$ cat config.mk
export PLATFORM = sky130hd
export DESIGN_NAME = vga_rx_flat
export DESIGN_NICKNAME = d
export VERILOG_FILES = /design/src/rtl/vga_pkg.sv /design/src/rtl/vga_rx_if.sv /design/src/rtl/vga_sync_edge.sv /design/src/rtl/vga_rx.sv /design/src/flat_wrapper.sv
export SDC_FILE = /design/constraint.sdc
export NUM_CORES = 1
export LEC_CHECK = 0
export ABC_AREA = 1
export BUFFER_PORTS_ARGS = -buffer_cell sky130_fd_sc_hd__buf_4
export CORE_UTILIZATION = 45
export DETAILED_ROUTE_END_ITERATION = 8
export GPL_ROUTABILITY_DRIVEN = 0
export GPL_TIMING_DRIVEN = 0
export SLEW_MARGIN = 15
export SYNTH_ARGS = -nofsm -noshare
export SYNTH_HDL_FRONTEND = slang
export SYNTH_SLANG_ARGS = --single-unit
$ cat constraint.sdc
create_clock -name clk_vga -period 8.1 [get_ports clk_vga]
set_input_delay 1.215 -clock clk_vga [delete_from_list [all_inputs] [get_ports clk_vga]]
set_output_delay 1.215 -clock clk_vga [all_outputs]
set_load 0.1 [all_outputs]
$ cat src/rtl/vga_pkg.sv
// vga_pkg: timing constants and receiver state encoding shared by the vga transmitter and vga_rx
//   H_* / V_* : 640x480@60 horizontal (pixel clocks) and vertical (lines) timing
//   *_ACT_*   : active-window bounds in sync-relative counter coordinates
//   rx_state_t: lock state of the receiver
package vga_pkg;
    localparam int H_SYNC      = 96;
    localparam int H_BP        = 48;
    localparam int H_ACTIVE    = 640;
    localparam int H_TOTAL     = 800;
    localparam int V_SYNC      = 2;
    localparam int V_BP        = 33;
    localparam int V_ACTIVE    = 480;
    localparam int V_TOTAL     = 525;
    localparam int H_ACT_START = H_SYNC + H_BP;
    localparam int H_ACT_END   = H_ACT_START + H_ACTIVE;
    localparam int V_ACT_START = V_SYNC + V_BP;
    localparam int V_ACT_END   = V_ACT_START + V_ACTIVE;
    typedef enum logic [1:0] {RX_UNLOCKED, RX_SYNCING, RX_LOCKED} rx_state_t;
endpackage

$ cat src/rtl/vga_rx_if.sv
// vga_rx_if: video stream under test into vga_rx and the recovered pixel stream out of it
//   i_vga_hs/vs, i_vga_r/g/b : sampled sync and colour (master drives)
//   o_x/o_y/o_de, o_r/g/b    : recovered coordinates, active flag, aligned colour (slave drives)
interface vga_rx_if;
    logic       i_vga_hs;
    logic       i_vga_vs;
    logic [3:0] i_vga_r;
    logic [3:0] i_vga_g;
    logic [3:0] i_vga_b;
    logic [9:0] o_x;
    logic [9:0] o_y;
    logic       o_de;
    logic [3:0] o_r;
    logic [3:0] o_g;
    logic [3:0] o_b;
    modport master (output i_vga_hs, i_vga_vs, i_vga_r, i_vga_g, i_vga_b,
                    input  o_x, o_y, o_de, o_r, o_g, o_b);
    modport slave  (input  i_vga_hs, i_vga_vs, i_vga_r, i_vga_g, i_vga_b,
                    output o_x, o_y, o_de, o_r, o_g, o_b);
endinterface

$ cat src/rtl/vga_sync_edge.sv
// vga_sync_edge: registers one sync input and flags the cycle it reaches its asserted level
//   clk_vga, rst_vga : pixel clock, synchronous active-high reset
//   i_sync           : raw sync from the pins
//   o_start          : registered sync is asserted and was deasserted the cycle before
module vga_sync_edge #(
    parameter bit SYNC_POL = 1'b0
) (
    input  logic clk_vga,
    input  logic rst_vga,
    input  logic i_sync,
    output logic o_start
);
    logic sync_q, sync_d, prev_q, prev_d;
    always_comb begin
        sync_d = i_sync;
        prev_d = sync_q;
    end
    // History resets to the asserted level so a sync already active at reset release
    // is not mistaken for a fresh edge.
    always_ff @(posedge clk_vga) begin
        if (rst_vga) begin
            sync_q <= SYNC_POL;
            prev_q <= SYNC_POL;
        end else begin
            sync_q <= sync_d;
            prev_q <= prev_d;
        end
    end
    assign o_start = (sync_q == SYNC_POL) && (prev_q != SYNC_POL);
endmodule

$ cat src/rtl/vga_rx.sv
// vga_rx: recovers sync timing and pixel coordinates from a VGA stream, locks, checks and checksums frames
//   clk_vga, rst_vga        : pixel clock, synchronous active-high reset
//   vif (slave)             : sync/colour in; x/y/de and aligned colour out (2-cycle latency)
//   o_locked                : timing lock
//   o_frame_done            : one-cycle pulse when o_frame_sum/o_frame_cnt update
//   o_frame_sum/o_frame_cnt : checksum of last good locked frame, count of such frames
//   o_err_h/o_err_v         : sticky line-length / frame-length errors
module vga_rx #(
    parameter int H_SYNC   = vga_pkg::H_SYNC,
    parameter int H_BP     = vga_pkg::H_BP,
    parameter int H_ACTIVE = vga_pkg::H_ACTIVE,
    parameter int H_TOTAL  = vga_pkg::H_TOTAL,
    parameter int V_SYNC   = vga_pkg::V_SYNC,
    parameter int V_BP     = vga_pkg::V_BP,
    parameter int V_ACTIVE = vga_pkg::V_ACTIVE,
    parameter int V_TOTAL  = vga_pkg::V_TOTAL,
    parameter bit SYNC_POL = 1'b0
) (
    input  logic        clk_vga,
    input  logic        rst_vga,
    vga_rx_if.slave     vif,
    output logic        o_locked,
    output logic        o_frame_done,
    output logic [15:0] o_frame_sum,
    output logic [15:0] o_frame_cnt,
    output logic        o_err_h,
    output logic        o_err_v
);
    import vga_pkg::*;
    localparam int HA0 = H_SYNC + H_BP;
    localparam int HA1 = HA0 + H_ACTIVE;
    localparam int VA0 = V_SYNC + V_BP;
    localparam int VA1 = VA0 + V_ACTIVE;
    rx_state_t   state_q, state_d;
    logic        hs_start, vs_start, line_err, frame_err, active;
    logic [9:0]  h_cnt_q, h_cnt_d, v_cnt_q, v_cnt_d, x_q, x_d, y_q, y_d;
    logic [11:0] pix_q, pix_d, rgb_q, rgb_d;
    logic        de_q, de_d, h_seen_q, h_seen_d, vs_pend_q, vs_pend_d;
    logic        err_h_q, err_h_d, err_v_q, err_v_d, done_q, done_d;
    logic [15:0] sum_q, sum_d, fsum_q, fsum_d, fcnt_q, fcnt_d, sum_in;
    vga_sync_edge #(.SYNC_POL(SYNC_POL)) u_hs (
        .clk_vga(clk_vga), .rst_vga(rst_vga), .i_sync(vif.i_vga_hs), .o_start(hs_start)
    );
    vga_sync_edge #(.SYNC_POL(SYNC_POL)) u_vs (
        .clk_vga(clk_vga), .rst_vga(rst_vga), .i_sync(vif.i_vga_vs), .o_start(vs_start)
    );
    // h_cnt_d / v_cnt_d are the coordinates of the pixel currently in the input register;
    // the _q copies belong to the previous pixel and give the finished line/frame lengths.
    always_comb begin
        pix_d     = {vif.i_vga_r, vif.i_vga_g, vif.i_vga_b};
        rgb_d     = pix_q;
        h_cnt_d   = hs_start ? 10'd0 : (&h_cnt_q ? h_cnt_q : h_cnt_q + 10'd1);
        v_cnt_d   = !hs_start ? v_cnt_q :
                    (vs_start || vs_pend_q) ? 10'd0 : (&v_cnt_q ? v_cnt_q : v_cnt_q + 10'd1);
        vs_pend_d = hs_start ? 1'b0 : (vs_pend_q || vs_start);
        h_seen_d  = h_seen_q || hs_start;
        line_err  = hs_start && h_seen_q && (({1'b0, h_cnt_q} + 11'd1) != 11'(H_TOTAL));
        frame_err = vs_start && (state_q != RX_UNLOCKED) && (({1'b0, v_cnt_q} + 11'd1) != 11'(V_TOTAL));
        active    = (h_cnt_d >= 10'(HA0)) && (h_cnt_d < 10'(HA1)) &&
                    (v_cnt_d >= 10'(VA0)) && (v_cnt_d < 10'(VA1));
        sum_in    = sum_q + (active ? {4'h0, pix_q} : 16'h0);
        sum_d     = vs_start ? 16'h0 : sum_in;
        err_h_d   = err_h_q || line_err;
        err_v_d   = err_v_q || frame_err;
        state_d   = state_q;
        done_d    = 1'b0;
        fsum_d    = fsum_q;
        fcnt_d    = fcnt_q;
        case (state_q)
            RX_UNLOCKED: state_d = vs_start ? RX_SYNCING : RX_UNLOCKED;
            RX_SYNCING:  state_d = (line_err || frame_err) ? RX_UNLOCKED : (vs_start ? RX_LOCKED : RX_SYNCING);
            RX_LOCKED: begin
                if (line_err || frame_err) begin
                    state_d = RX_UNLOCKED;
                end else if (vs_start) begin
                    done_d = 1'b1;
                    fsum_d = sum_in;
                    fcnt_d = fcnt_q + 16'd1;
                end
            end
            default:     state_d = RX_UNLOCKED;
        endcase
        de_d = (state_d == RX_LOCKED) && active;
        x_d  = de_d ? h_cnt_d - 10'(HA0) : x_q;
        y_d  = de_d ? v_cnt_d - 10'(VA0) : y_q;
    end
    always_ff @(posedge clk_vga) begin
        if (rst_vga) begin
            state_q   <= RX_UNLOCKED;
            h_cnt_q   <= '0;
            v_cnt_q   <= '0;
            x_q       <= '0;
            y_q       <= '0;
            pix_q     <= '0;
            rgb_q     <= '0;
            de_q      <= 1'b0;
            h_seen_q  <= 1'b0;
            vs_pend_q <= 1'b0;
            err_h_q   <= 1'b0;
            err_v_q   <= 1'b0;
            done_q    <= 1'b0;
            sum_q     <= '0;
            fsum_q    <= '0;
            fcnt_q    <= '0;
        end else begin
            state_q   <= state_d;
            h_cnt_q   <= h_cnt_d;
            v_cnt_q   <= v_cnt_d;
            x_q       <= x_d;
            y_q       <= y_d;
            pix_q     <= pix_d;
            rgb_q     <= rgb_d;
            de_q      <= de_d;
            h_seen_q  <= h_seen_d;
            vs_pend_q <= vs_pend_d;
            err_h_q   <= err_h_d;
            err_v_q   <= err_v_d;
            done_q    <= done_d;
            sum_q     <= sum_d;
            fsum_q    <= fsum_d;
            fcnt_q    <= fcnt_d;
        end
    end
    assign vif.o_x      = x_q;
    assign vif.o_y      = y_q;
    assign vif.o_de     = de_q;
    assign vif.o_r      = rgb_q[11:8];
    assign vif.o_g      = rgb_q[7:4];
    assign vif.o_b      = rgb_q[3:0];
    assign o_locked     = state_q == RX_LOCKED;
    assign o_frame_done = done_q;
    assign o_frame_sum  = fsum_q;
    assign o_frame_cnt  = fcnt_q;
    assign o_err_h      = err_h_q;
    assign o_err_v      = err_v_q;
endmodule
$ cat src/flat_wrapper.sv
// flat-port wrapper written by rule: the top's interface ports become plain ports
module vga_rx_flat import vga_pkg::*;
#(
    parameter int H_SYNC   = vga_pkg::H_SYNC,
    parameter int H_BP     = vga_pkg::H_BP,
    parameter int H_ACTIVE = vga_pkg::H_ACTIVE,
    parameter int H_TOTAL  = vga_pkg::H_TOTAL,
    parameter int V_SYNC   = vga_pkg::V_SYNC,
    parameter int V_BP     = vga_pkg::V_BP,
    parameter int V_ACTIVE = vga_pkg::V_ACTIVE,
    parameter int V_TOTAL  = vga_pkg::V_TOTAL,
    parameter bit SYNC_POL = 1'b0
)
  (clk_vga, rst_vga, o_locked, o_frame_done, o_frame_sum, o_frame_cnt, o_err_h, o_err_v, vif_i_vga_hs, vif_i_vga_vs, vif_i_vga_r, vif_i_vga_g, vif_i_vga_b, vif_o_x, vif_o_y, vif_o_de, vif_o_r, vif_o_g, vif_o_b);
  vga_rx_if vif_i ();
  input  logic clk_vga;
  input  logic rst_vga;
  output logic o_locked;
  output logic o_frame_done;
  output logic [15:0] o_frame_sum;
  output logic [15:0] o_frame_cnt;
  output logic o_err_h;
  output logic o_err_v;
  input wire logic [$bits(vif_i.i_vga_hs)-1:0] vif_i_vga_hs;
  input wire logic [$bits(vif_i.i_vga_vs)-1:0] vif_i_vga_vs;
  input wire logic [$bits(vif_i.i_vga_r)-1:0] vif_i_vga_r;
  input wire logic [$bits(vif_i.i_vga_g)-1:0] vif_i_vga_g;
  input wire logic [$bits(vif_i.i_vga_b)-1:0] vif_i_vga_b;
  output wire logic [$bits(vif_i.o_x)-1:0] vif_o_x;
  output wire logic [$bits(vif_i.o_y)-1:0] vif_o_y;
  output wire logic [$bits(vif_i.o_de)-1:0] vif_o_de;
  output wire logic [$bits(vif_i.o_r)-1:0] vif_o_r;
  output wire logic [$bits(vif_i.o_g)-1:0] vif_o_g;
  output wire logic [$bits(vif_i.o_b)-1:0] vif_o_b;
  assign vif_i.i_vga_hs = vif_i_vga_hs;
  assign vif_i.i_vga_vs = vif_i_vga_vs;
  assign vif_i.i_vga_r = vif_i_vga_r;
  assign vif_i.i_vga_g = vif_i_vga_g;
  assign vif_i.i_vga_b = vif_i_vga_b;
  assign vif_o_x = vif_i.o_x;
  assign vif_o_y = vif_i.o_y;
  assign vif_o_de = vif_i.o_de;
  assign vif_o_r = vif_i.o_r;
  assign vif_o_g = vif_i.o_g;
  assign vif_o_b = vif_i.o_b;
  vga_rx #(.H_SYNC(H_SYNC), .H_BP(H_BP), .H_ACTIVE(H_ACTIVE), .H_TOTAL(H_TOTAL), .V_SYNC(V_SYNC), .V_BP(V_BP), .V_ACTIVE(V_ACTIVE), .V_TOTAL(V_TOTAL), .SYNC_POL(SYNC_POL)) u_core (.clk_vga(clk_vga), .rst_vga(rst_vga), .vif(vif_i), .o_locked(o_locked), .o_frame_done(o_frame_done), .o_frame_sum(o_frame_sum), .o_frame_cnt(o_frame_cnt), .o_err_h(o_err_h), .o_err_v(o_err_v));
endmodule
After elaboration in Yosys (flattened, before gate mapping)
Cells that the tools add are included.
- flip-flop bits (word level): 124
- latch bits: 0
- memory bits (writable): 0
- ROM bits: 0
- input bits: 16
- output and inout bits: 69
- word-level logic and storage cells: 76
- memories kept: 0
- add/subtract/negate cells: 8
- $mul: 0
- div/mod/pow operators: 0
- order comparisons: 4
- eq/ne operators: 5
- shift operators: 0
- multiplexer cells: 12
- bitwise logic cells: 4
- reduce and logical (&&, ||, !) cells: 23
- operators by type and width (operator ; count):
    $mux 10 ; 5
    $add 10x1->11 const B ; 2
    $ne 11x10->1 const B ; 2
    $add 10x1->10 const B ; 2
    $lt 10x10->1 const B ; 2
    $reduce_and 10->1 ; 2
    $add 16x1->16 const B ; 1
    $add 16x16->16 ; 1
    $mux 12 ; 1
    $ge 10x6->1 const B ; 1
    $ge 10x8->1 const B ; 1
    $logic_and 1x1->1 ; 10
    $sub 10x6->10 const B ; 1
    $sub 10x8->10 const B ; 1
    $mux 2 ; 3
    $pmux 2 s3 ; 1
    $logic_or 1x1->1 ; 5
    $eq 2x2->1 const B ; 2
    $not 1->1 ; 4
    $reduce_or 2->1 ; 2
    $reduce_and 3->1 ; 1
    $reduce_or 3->1 ; 1
    $eq 2x1->1 const B ; 1
    $logic_not 2->1 ; 1
    2 further kinds ; 3

Longest topological paths before layout
Gate-level depths: netlist of run 1.
- word-level depth: 10
- depth in mapped cells: 30
- mapped depth without buffers: 29

By module
From an unflattened synthesis of run 1, not the netlist that was laid out.
- cells, all modules: 916
- area, all modules: 6279.8 µm²
- modules (own cells, without submodules) (module ; times used ; cells each ; area an instance (µm²) ; sequential area each (µm²)):
    vga_rx ; 1 ; 900 ; 6149.6 ; 2402.3
    vga_sync_edge ; 2 ; 8 ; 65.1 ; 40.0

Worst setup path before layout of run 1
OpenSTA, ideal clock, no wires.
- path type: flip-flop to flip-flop
- from: register u_core.h_cnt_q[0]
- to: register u_core.fsum_q[14], in the netlist u_core.o_frame_sum[14]
- setup time: 0.071 ns
- arrival time: 4.173 ns
- required time: 8.029 ns
- setup slack: 3.855 ns
- stages on the path, launching flop included: 31
- buffers on the path: 2
- period minus slack after synthesis: 4.245 ns
- cells stage by stage: dfxtp_1 -> ha_1 -> nand2_2 -> nor2_4 -> nand3_2 -> buf_6 -> nand2_1 -> nand2_1 -> inv_1 -> ha_1 -> nand3_1 -> nor2_1 -> nand2_1 -> nor2_1 -> nor2_1 -> nor2_4 -> nand3_4 -> buf_2 -> nor2_1 -> ha_1 -> inv_1 -> fa_1 -> o21ai_0 -> a21oi_1 -> o21ai_0 -> nand2_1 -> nand2_1 -> nand3_1 -> xnor2_1 -> inv_1 -> a21oi_1
- cells in the longest elaborated chain, start to end: 9
- elaborated cells on any way between the ends: 17
- those cells by class: add/sub: 3; order compare: 2; eq/ne: 1; mux: 3; bitwise: 1; reduce/logical: 7
- RTL lines (item ; line ; source):
    start, declared ; vga_rx.sv:36 ; logic [9:0] h_cnt_q, h_cnt_d, v_cnt_q, v_cnt_d, x_q, x_d, y_q, y_d;
    start signal, assigned ; vga_rx.sv:107 ; h_cnt_q <= h_cnt_d;
    $add 10x1->10 / $reduce_and 10->1 (equally long branches) ; vga_rx.sv:52 ; h_cnt_d = hs_start ? 10'd0 : (&h_cnt_q ? h_cnt_q : h_cnt_q + 10'd1);
    $mux 10 * (2 in a row) ; vga_rx.sv:52 ;
    net u_core.h_cnt_d[4] ; vga_rx.sv:36 ;
    $ge 10x8->1 / $lt 10x10->1 (equally long branches) ; vga_rx.sv:59 ; active = (h_cnt_d >= 10'(HA0)) && (h_cnt_d < 10'(HA1)) &&
    $logic_and 1x1->1 * (2 in a row) ; vga_rx.sv:59 ;
    $logic_and 1x1->1 * ; vga_rx.sv:60 ; (v_cnt_d >= 10'(VA0)) && (v_cnt_d < 10'(VA1));
    $mux 12 * ; vga_rx.sv:61 ; sum_in = sum_q + (active ? {4'h0, pix_q} : 16'h0);
    $add 16x16->16 * ; vga_rx.sv:61 ;
    end signal, assigned ; vga_rx.sv:120 ; fsum_q <= fsum_d;
    end, declared ; vga_rx.sv:40 ; logic [15:0] sum_q, sum_d, fsum_q, fsum_d, fcnt_q, fcnt_d, sum_in;
Mark *: on every way through the listed nets, which the timed path passes. The rest lies on a longest branch.
A chain may end at the register's enable or synchronous reset.

Worst setup path after layout of run 1
Ends and elaborated chain as after synthesis.

==> metrics.txt, run 1 <==
most common library cell in the layout ignoring fill and taps sky130_fd_sc_hd__nand2_1; remaining global-route overflow 0; switching part of the total power 23.1%; Synth area leaders sky130_fd_sc_hd__dfxtp_1, sky130_fd_sc_hd__nand2_1, sky130_fd_sc_hd__nor2_1; final-layout fill cell count 1,357; area added between synthesis and finish 23.4%; number of buffers on the longest clock path 2; placeable core region 13,300 µm²; Power Total 1.49 mW; DP HPWL 11,300 µm; number of buffer and inverter instances along the worst setup path 5; launching element of the worst setup path u_core.h_cnt_q[0]$_SDFF_PP0_; Pwr per Cell Area 195 nW/µm²; wire length of the first global-routing pass 24,700 µm; portion of total power attributed to sequential cells 42.1%; nature of the critical path startpoint register; critical path endpoint u_core.o_frame_sum[14]$_SDFFE_PP0P_; Internal 1.14 mW; slew at the pin with the worst max-slew slack 0.698 ns; Residual DRC 0; Placement Cell Area 7030 µm²; via count of the first global-routing pass 5,153; CTS-repair resized insts 0; kind of end point of the critical path register; cell leakage power 3.54 nW; Pre-antenna DRT Iters 5; clock share of power 51.8%; Setup TNS Final 0 ns; number of unique standard cell types used by synthesis 42; setup repair after global routing missed its margin false; clock tree from TritonCTS yes; final-report setup violation count 0; hold-fix buffer count after cts 0; final-report hold violation count 0; number of design-rule violations left by the first detailed-router iteration 231; Gate Count Post-Synth 878; Syn Area/Cell 7.05 µm²; mean routed wirelength per cell 12.7 µm; Yosys warnings 0; starting density of the core 46.4%; count of H-tree levels built during CTS 4; data required time of the worst path 8.45 ns; RR Endpoint u_core.o_frame_sum[14]$_SDFFE_PP0P_; Die Area 14,200 µm²; largest area contributor in the netlist sky130_fd_sc_hd__dfxtp_1; highest cell delay on the worst timing path 0.47 ns; total stage count of the critical path 30; GRT Resource Usage Total 22.0%; portion of synthesized cell area occupied by the leading cell type 40.1%; count of clock tree sinks 124; maximum number of pins on one net before global-route repair 17; crit path DAT 5.48 ns; number of buffers created by CTS 17; # port buffers 83; sequential share of the synthesized area 40.1%; Via density 4.80; Net Count, Synth 914; fraction of final layout cells with drive strength greater than 1 17.1%; min-delay worst type reg -> reg; Design Area, Final 7630 µm²; initial antenna violation count 0; total setup buffers inserted after CTS 0; post-layout minimum cycle time 5.13 ns; post-CTS clock slew at the launch and capture registers of the worst setup and hold paths 0.06 ns; count of vias placed by the detailed router 5,607; outcome finished, final reports clean; netlist area before placement 6190 µm²; launch point of the worst reg-to-reg path u_core.h_cnt_q[0]$_SDFF_PP0_; largest fanout of any net on the critical path 10; Max-Cap Viols 0; Die H 119 µm; number of core rows 42; cell type group with the largest total delay on the critical path simple AND/OR/NAND/NOR gates; Ant. Diodes 0; number of enable-type register cells in the synthesized netlist 0; wirelength, routed 14,900 µm; fraction of registers with async set/reset 0%; Relative slew margins 53.1%; highest-count cells in the layout ignoring fill and taps sky130_fd_sc_hd__nand2_1, sky130_fd_sc_hd__nor2_1, sky130_fd_sc_hd__dfxtp_1; number of placed I/O pins 85; peak ir drop on the vdd network 0.122 mV; clock latency reported for the late side of the worst-skew pair 0.42 ns; combinational power share 6.1%; WS Path Type reg -> reg; Clock Skew 0.00551 ns; Die X-Extent 119 µm; main flop type after synthesis sky130_fd_sc_hd__dfxtp_1; fmax 0.195 GHz; buffer type at the clock tree root sky130_fd_sc_hd__clkbuf_16; DRT antenna net count 0; worst r2r path cells 30; Slew Limit Fails 0; final net count 1,016; reg-to-reg slack, setup 2.97 ns; ratio of final minimum period to clock period 63.3%; Crit-path slowest cell sky130_fd_sc_hd__dfxtp_1; Synth Register Bits 124; cell repeated most along the worst path sky130_fd_sc_hd__nand2_1; switching power summed over all nets 0.344 mW
## cells in the mapped netlist (2+ instances only)
cell type / number
sky130_fd_sc_hd__a21oi_1: 53
sky130_fd_sc_hd__a31oi_1: 3
sky130_fd_sc_hd__buf_1: 3
sky130_fd_sc_hd__buf_2: 10
sky130_fd_sc_hd__buf_6: 3
sky130_fd_sc_hd__clkbuf_1: 9
sky130_fd_sc_hd__dfxtp_1: 124
sky130_fd_sc_hd__ha_1: 19
sky130_fd_sc_hd__inv_1: 104
sky130_fd_sc_hd__inv_2: 8
sky130_fd_sc_hd__nand2_1: 183
sky130_fd_sc_hd__nand2_2: 8
sky130_fd_sc_hd__nand2_4: 3
sky130_fd_sc_hd__nand3_1: 63
sky130_fd_sc_hd__nand3_2: 5
sky130_fd_sc_hd__nand3b_1: 4
sky130_fd_sc_hd__nand4_1: 10
sky130_fd_sc_hd__nor2_1: 159
sky130_fd_sc_hd__nor2_2: 6
sky130_fd_sc_hd__nor2_4: 6
sky130_fd_sc_hd__nor2_8: 2
sky130_fd_sc_hd__nor3_1: 11
sky130_fd_sc_hd__nor4_1: 3
sky130_fd_sc_hd__o21ai_0: 29
sky130_fd_sc_hd__o21bai_1: 3
sky130_fd_sc_hd__xnor2_1: 11
sky130_fd_sc_hd__xor2_1: 21
## worst min path at each step
stage,startpoint,endpoint,slack [ns],cells past startpoint
detailed placement,u_core.pix_q[0]$_SDFF_PP0_,u_core.rgb_q[0]$_SDFF_PP0_,0.42,2
finish,u_core.pix_q[0]$_SDFF_PP0_,u_core.rgb_q[0]$_SDFF_PP0_,0.42,2
global route,u_core.pix_q[7]$_SDFF_PP0_,u_core.rgb_q[7]$_SDFF_PP0_,0.45,2
floorplan,u_core.pix_q[0]$_SDFF_PP0_,u_core.rgb_q[0]$_SDFF_PP0_,0.41,2
CTS,u_core.pix_q[0]$_SDFF_PP0_,u_core.rgb_q[0]$_SDFF_PP0_,0.43,2
global placement,u_core.pix_q[0]$_SDFF_PP0_,u_core.rgb_q[0]$_SDFF_PP0_,0.42,2
## cell type report
class	count	area, µm²	area share, %
tap	176	220	2.88
buffer	26	136	1.79
timing repair buffer	83	623	8.16
inverter	113	424	5.56
sequential	124	2480	32.5
clock buffer	20	457	5.98
multi-input combinational	615	3150	41.2
clock inverter	12	145	1.90
## power groups by stage
| stage | sequential [mW] | combinational, mW | clock, mW |
|---|---|---|---|
| 6_report | 0.626 | 0.0901 | 0.770 |
| 5_1_grt | 0.626 | 0.0991 | 0.807 |
| 4_1_cts | 0.625 | 0.0907 | 0.781 |
| 3_5_place_dp | 0.639 | 0.0897 | 0 |
| 3_3_place_gp | 0.638 | 0.0892 | 0 |
| 2_1_floorplan | 0.656 | 0.0476 | 0 |
## logic make-up (layout without fill, tap and decap cells)
family / after synthesis / in the layout / share of synthesized area, %
compound gates: 95 / 95 / 8.19
xor+xnor: 32 / 32 / 4.53
fa+ha+maj: 20 / 20 / 4.17
flops: 124 / 124 / 40.1
simple gates: 468 / 468 / 33.9
buf+inv: 139 / 254 / 9.06
## stage by stage
step | util, % | worst slack, ns | cells | hold slack [ns]
6_report | 57.2 | 2.97 | 1169 | 0.425
5_1_grt | 57.2 | 2.48 | 1169 | 0.446
4_1_cts | 57.2 | 2.94 | 1169 | 0.428
3_5_place_dp | 52.7 | 2.95 | 1137 | 0.423
3_3_place_gp | 52.7 | 3.01 | 1137 | 0.421
2_1_floorplan | - | 3.86 | 878 | 0.410
## per-layer routing
metal / vias up / wire length (µm) / track usage [%] / part of all wire, %
met5: - / 0 / 0 / 0
met1: 2495 / 7400 / 30.0 / 50
li1: 2991 / - / - / -
met4: 0 / 204 / 7.91 / 1.4
met2: 104 / 6610 / 34.0 / 44
met3: 17 / 644 / 4.98 / 4.3
## worst reg2reg max path, delay by kind of cell (launching register included)
kind / cells / cell delay [ns]
compound gates: 4 / 1.00
buf+inv: 5 / 0.63
xor+xnor: 1 / 0.14
flops: 1 / 0.47
simple gates: 16 / 1.78
fa+ha+maj: 4 / 1.06
## flip-flops by register name (all words and copies together), names as in the netlist, 12 cells and up
name,count
u_core.o_frame_cnt,16
u_core.o_frame_sum,16
u_core.rgb_q,12
u_core.sum_q,16
u_core.pix_q,12
Note: power is estimated with default switching activity, not from simulation.
==> run 2: changes to the inputs <==
- ABC_AREA: 1 -> 0
- PLACE_DENSITY: default -> 0.65
- clock period: 8.1 -> 5.3 ns (I/O delays scaled with it)
==> metrics.txt, run 2 <==
outcome finished, final reports clean; via count of the first global-routing pass 4,797; count of vias placed by the detailed router 4,943; area added between synthesis and finish 28.0%; Util after Layout 59.5%; worst hold start u_core.vif.o_x[0]$_SDFFE_PP0P_; GRT met1 Usage 26.8%; portion of synthesized cell area occupied by the leading cell type 42.2%; worst path setup slack after routing 0.277 ns; fraction of final layout cells with drive strength greater than 1 25.5%; DRT antenna net count 0; Ant. Diodes 0; buffer type at the clock tree root sky130_fd_sc_hd__clkbuf_16; number of buffers on the longest clock path 2; Hold Path Cell Cnt 2; post-layout minimum cycle time 5.02 ns; met2 Usage GRT 38.3%; remaining global-route overflow 0; Relative slew margins 49.4%; number of buffers created by CTS 17; final net count 789; slew at the pin with the worst max-slew slack 0.748 ns; Die X-Extent 116 µm; Pwr per Cell Area 315 nW/µm²; most common library cell in the layout ignoring fill and taps sky130_fd_sc_hd__dfxtp_1; Residual DRC 0; post-CTS clock slew at the launch and capture registers of the worst setup and hold paths 0.06 ns; wire length of the first global-routing pass 23,100 µm; count of H-tree levels built during CTS 4; clock latency reported for the late side of the worst-skew pair 0.42 ns; Gate Count Post-Synth 644; final-report hold violation count 0; cell leakage power 3.04 nW; placeable core region 12,700 µm²; Synth area leaders sky130_fd_sc_hd__dfxtp_1, sky130_fd_sc_hd__nor2_1, sky130_fd_sc_hd__nor2b_1; kind of end point of the critical path register; peak ir drop on the vdd network 0.198 mV; Die Area 13,500 µm²; number of placed I/O pins 85; Die H 116 µm; highest-count cells in the layout ignoring fill and taps sky130_fd_sc_hd__dfxtp_1, sky130_fd_sc_hd__buf_4, sky130_fd_sc_hd__nor2_1; fmax 0.199 GHz; Max-Cap Viols 0; Power Total 2.37 mW; data required time of the worst path 5.58 ns; WS Path Type reg -> reg; Slew Limit Fails 0; Pre-antenna DRT Iters 4; Via density 5.27; number of design-rule violations left by the first detailed-router iteration 189; netlist area before placement 5890 µm²; Syn Area/Cell 9.14 µm²; count of clock tree sinks 124; maximum number of pins on one net before global-route repair 17; largest area contributor in the netlist sky130_fd_sc_hd__dfxtp_1; wirelength, routed 14,400 µm; main flop type after synthesis sky130_fd_sc_hd__dfxtp_1; final-layout fill cell count 1,130; mean routed wirelength per cell 15.3 µm; launch point of the worst reg-to-reg path u_core.v_cnt_q[1]$_SDFF_PP0_; clock tree from TritonCTS yes; Setup WS pre-CTS -0.712 ns; non-filler instance count after layout 938; min-delay worst type reg -> reg; Net Count, Synth 680; Worst Hold End u_core.vif.o_x[0]$_SDFFE_PP0P_; number of core rows 41; Clock Skew 0.00627 ns; nature of the critical path startpoint register; largest fanout of any net on the critical path 10; ratio of final minimum period to clock period 94.8%; fraction of registers with async set/reset 0%; final-report setup violation count 0; busiest layer in global routing met2; setup repair after global routing missed its margin false; most frequent cell after synthesis sky130_fd_sc_hd__dfxtp_1; initial antenna violation count 0; crit path DAT 5.30 ns; GRT Resource Usage Total 22.5%; Yosys warnings 0; DP HPWL 10,300 µm; number of unique standard cell types used by synthesis 78; GRT met3 Usage 4.77%; Synth Register Bits 124; worst r2r path cells 23; reg-to-reg slack, setup 0.28 ns; starting density of the core 46.5%; # port buffers 83; dpl cells 899; Synth top cells by count sky130_fd_sc_hd__dfxtp_1, sky130_fd_sc_hd__nor2_1, sky130_fd_sc_hd__nand2_1; sequential share of the synthesized area 42.2%; number of enable-type register cells in the synthesized netlist 0; RR Endpoint u_core.o_frame_sum[14]$_SDFFE_PP0P_
[run 2: cell type report]
cell class	instances	area (µm²)	area share [%]
Multi-Input combinational cell	476	3220	42.7
Clock inverter	11	214	2.84
Timing Repair Buffer	90	676	8.96
Buffer	30	213	2.82
Sequential cell	124	2490	33.0
Clock buffer	21	460	6.11
Tap cell	172	215	2.85
Inverter	14	52.6	0.697
[run 2: logic make-up after synthesis]
kind of cell,Yosys count,share of synthesized area [%]
xor+xnor,42,6.25
flops,124,42.2
fa+ha+maj,20,4.38
simple gates,281,25.6
buf+inv,44,4.31
compound gates,121,15.3
mux,12,2.04
[run 2: worst max-delay path by stage]
stage                                               end                    startpoint  depth (start not counted)  slack (ns)
floorplan           u_core.o_frame_sum[14]$_SDFFE_PP0P_  u_core.v_cnt_q[1]$_SDFF_PP0_                         23        0.28
global placement    u_core.o_frame_sum[14]$_SDFFE_PP0P_  u_core.v_cnt_q[1]$_SDFF_PP0_                         23       -0.58
detailed placement  u_core.o_frame_sum[14]$_SDFFE_PP0P_  u_core.v_cnt_q[1]$_SDFF_PP0_                         23       -0.71
CTS                 u_core.o_frame_sum[14]$_SDFFE_PP0P_  u_core.h_cnt_q[0]$_SDFF_PP0_                         24        0.02
global route        u_core.o_frame_sum[10]$_SDFFE_PP0P_  u_core.h_cnt_q[0]$_SDFF_PP0_                         24       0.004
finish              u_core.o_frame_sum[14]$_SDFFE_PP0P_  u_core.v_cnt_q[1]$_SDFF_PP0_                         23        0.28
[run 2: through the flow]
| step | instance area, µm² | TNS (ns) | hold WS [ns] |
|---|---|---|---|
| floorplan | 5890 | 0 | 0.429 |
| global placement | 6730 | -7.80 | 0.445 |
| detailed placement | 6730 | -10.55 | 0.447 |
| CTS | 7450 | 0 | 0.459 |
| global route | 7540 | 0 | 0.471 |
| finish | 7540 | 0 | 0.457 |
[run 2: power breakdown]
group / switching, mW / internal, mW / leakage (nW)
clock: 0.415 / 0.905 / 0.323
sequential: 0.00883 / 0.946 / 1.01
combinational: 0.0660 / 0.0305 / 1.71
total: 0.490 / 1.88 / 3.04
[run 2: per-layer routing]
| metal | vias to the layer above | routed length, µm |
|---|---|---|
| met5 | - | 0 |
| met4 | 0 | 321 |
| met3 | 23 | 605 |
| met2 | 137 | 7200 |
| met1 | 2312 | 6240 |
| li1 | 2471 | - |
[run 2: what timing repair did]
item                       in CTS  in global routing
hold buffers                    0                  0
setup endpoints to repair      26                 18
gates resized for setup         8                 15
gates cloned                    0                  0
pin swaps                       1                  4
setup buffers                   2                  5
[run 2: worst max-delay path: stages (launching register included)]
cell and delay (ns):
sky130_fd_sc_hd__dfxtp_4 0.40, sky130_fd_sc_hd__ha_4 0.19, sky130_fd_sc_hd__nand4_4 0.14, sky130_fd_sc_hd__o31ai_4 0.37, sky130_fd_sc_hd__mux2i_2 0.28, sky130_fd_sc_hd__nor2_1 0.08
sky130_fd_sc_hd__ha_1 0.26, sky130_fd_sc_hd__a21oi_2 0.17, sky130_fd_sc_hd__nand3_2 0.12, sky130_fd_sc_hd__or4b_4 0.55, sky130_fd_sc_hd__a21oi_4 0.20, sky130_fd_sc_hd__buf_6 0.15
sky130_fd_sc_hd__and2_1 0.17, sky130_fd_sc_hd__ha_1 0.18, sky130_fd_sc_hd__inv_1 0.06, sky130_fd_sc_hd__fa_2 0.36, sky130_fd_sc_hd__nor2b_2 0.14, sky130_fd_sc_hd__o2111a_1 0.19
sky130_fd_sc_hd__or3_1 0.15, sky130_fd_sc_hd__nand2_1 0.08, sky130_fd_sc_hd__a31o_2 0.27, sky130_fd_sc_hd__nor2_1 0.12, sky130_fd_sc_hd__xnor2_1 0.16, sky130_fd_sc_hd__a21oi_1 0.10
==> run 3: changes to the inputs <==
- ABC_AREA: 0 -> 1
- HOLD_SLACK_MARGIN: default -> 0.1
- PLACE_DENSITY: 0.65 -> default
==> metrics.txt, run 3 (synthesis results as in run 1) <==
outcome finished, final reports clean; Slew Limit Fails 0; Power Total 2.27 mW; RR Endpoint u_core.o_frame_sum[14]$_SDFFE_PP0P_; DRT antenna net count 0; non-filler instance count after layout 1,169; area of the multi-input gates 3150 µm²; Pwr per Cell Area 297 nW/µm²; highest-count cells in the layout ignoring fill and taps sky130_fd_sc_hd__nand2_1, sky130_fd_sc_hd__nor2_1, sky130_fd_sc_hd__dfxtp_1; setup repair after global routing missed its margin false; number of placed I/O pins 85; most common library cell in the layout ignoring fill and taps sky130_fd_sc_hd__nand2_1; final-report hold violation count 0; Ant. Diodes 0; min-delay worst type reg -> reg; maximum number of pins on one net before global-route repair 17; clock latency reported for the late side of the worst-skew pair 0.42 ns; Relative slew margins 53.3%; dpl cells 1,137; number of buffers on the longest clock path 2; total setup buffers inserted after CTS 0; via count of the first global-routing pass 5,153; crit path DAT 5.21 ns; peak ir drop on the vdd network 0.186 mV; placeable core region 13,300 µm²; Die Area 14,200 µm²; GRT Resource Usage Total 22.0%; Pre-antenna DRT Iters 4; FF/Latch Area 2480 µm²; largest fanout of any net on the critical path 10; Setup TNS Final 0 ns; Die X-Extent 119 µm; fmax 0.206 GHz; launching element of the worst setup path u_core.h_cnt_q[0]$_SDFF_PP0_; final-layout fill cell count 1,355; kind of end point of the critical path register; ratio of final minimum period to clock period 91.7%; WS Path Type reg -> reg; post-CTS clock slew at the launch and capture registers of the worst setup and hold paths 0.06 ns; Placement Cell Area 7030 µm²; number of buffer and inverter instances along the worst setup path 5; remaining global-route overflow 0; cell type group with the largest total delay on the critical path simple AND/OR/NAND/NOR gates; cell leakage power 3.54 nW; # port buffers 83; Clock Skew 0.00518 ns; total stage count of the critical path 30; count of clock tree sinks 124; number of core rows 42; cell repeated most along the worst path sky130_fd_sc_hd__nand2_1; Residual DRC 0; wire length of the first global-routing pass 24,700 µm; buffer type at the clock tree root sky130_fd_sc_hd__clkbuf_16; critical path endpoint u_core.o_frame_sum[14]$_SDFFE_PP0P_; Crit-path slowest cell sky130_fd_sc_hd__dfxtp_1; highest cell delay on the worst timing path 0.47 ns; post-layout minimum cycle time 4.86 ns; wirelength, routed 14,800 µm; slew at the pin with the worst max-slew slack 0.695 ns; mean routed wirelength per cell 12.7 µm; count of vias placed by the detailed router 5,627; number of buffers created by CTS 17; number of design-rule violations left by the first detailed-router iteration 242; launch point of the worst reg-to-reg path u_core.h_cnt_q[0]$_SDFF_PP0_; Die H 119 µm; area added between synthesis and finish 23.4%; nature of the critical path startpoint register; DP HPWL 11,300 µm; reg-to-reg slack, setup 0.44 ns; Via density 4.81; initial antenna violation count 0; clock tree from TritonCTS yes; Max-Cap Viols 0; worst r2r path cells 30; data required time of the worst path 5.65 ns; Design Area, Final 7640 µm²; count of H-tree levels built during CTS 4; final-report setup violation count 0; final net count 1,016; starting density of the core 46.4%; fraction of final layout cells with drive strength greater than 1 17.2%
[run 3: cell count changes in the layout (fill, tap and decap cells not counted), sizes merged, moves of 19 or more]
cell / change
a21oi: +19
inv: +98
nor2b: -40
nand3: +45
nand2: +141
nor2: +96
[run 3: worst min-delay path by stage]
stage                               start  cells past startpoint  slack, ns                          to
5_1_grt        u_core.pix_q[7]$_SDFF_PP0_                      2       0.45  u_core.rgb_q[7]$_SDFF_PP0_
3_5_place_dp   u_core.pix_q[0]$_SDFF_PP0_                      2       0.42  u_core.rgb_q[0]$_SDFF_PP0_
6_report       u_core.pix_q[0]$_SDFF_PP0_                      2       0.43  u_core.rgb_q[0]$_SDFF_PP0_
2_1_floorplan  u_core.pix_q[0]$_SDFF_PP0_                      2       0.41  u_core.rgb_q[0]$_SDFF_PP0_
3_3_place_gp   u_core.pix_q[0]$_SDFF_PP0_                      2       0.42  u_core.rgb_q[0]$_SDFF_PP0_
4_1_cts        u_core.pix_q[0]$_SDFF_PP0_                      2       0.43  u_core.rgb_q[0]$_SDFF_PP0_
[run 3: routing by layer]
layer  vias to the layer above  routed length, µm  track usage [%]
met3                        18                608             4.98
met2                       107               6590             34.0
met1                      2515               7450             30.0
met5                         -                  0                0
met4                         0                199             7.91
li1                       2987                  -                -
[run 3: worst register-to-register path: cells and delay by family, from the launching register on]
kind | cells | cell delay (ns)
and+or+nand+nor | 16 | 1.78
adders and majority gates | 4 | 1.07
DFF | 1 | 0.47
buffers and inverters | 5 | 0.63
AOI/OAI and AO/OA | 4 | 0.69
xor gates and xnor gates | 1 | 0.14
[run 3: per-stage QoR]
step / setup slack [ns] / utilization, % / hold slack, ns
after floorplan: 1.06 / - / 0.410
final: 0.439 / 57.2 / 0.425
after global placement: 0.205 / 52.7 / 0.421
after CTS: 0.144 / 57.2 / 0.428
after global routing: 0.0315 / 57.2 / 0.446
after detailed placement: 0.151 / 52.7 / 0.423
[run 3: cell type report]
class	count	share of cell area, %
Clock inverter	12	1.90
Inverter	113	5.55
Sequential cell	124	32.5
Timing Repair Buffer	83	8.16
Multi-Input combinational cell	615	41.2
Buffer	26	1.79
Tap cell	176	2.88
Clock buffer	20	5.98
[run 3: what timing repair did]
| action | CTS | global route |
|---|---|---|
| setup endpoints to repair | 0 | 4 |
| hold buffers | 0 | 0 |
| resized for setup | 0 | 3 |
[run 3: power breakdown]
| group | switching [mW] | total, mW | leakage, nW | internal [mW] |
|---|---|---|---|---|
| sequential | 0.00818 | 0.956 | 1.01 | 0.948 |
| combinational | 0.0987 | 0.138 | 2.25 | 0.0392 |
| clock | 0.418 | 1.18 | 0.288 | 0.758 |
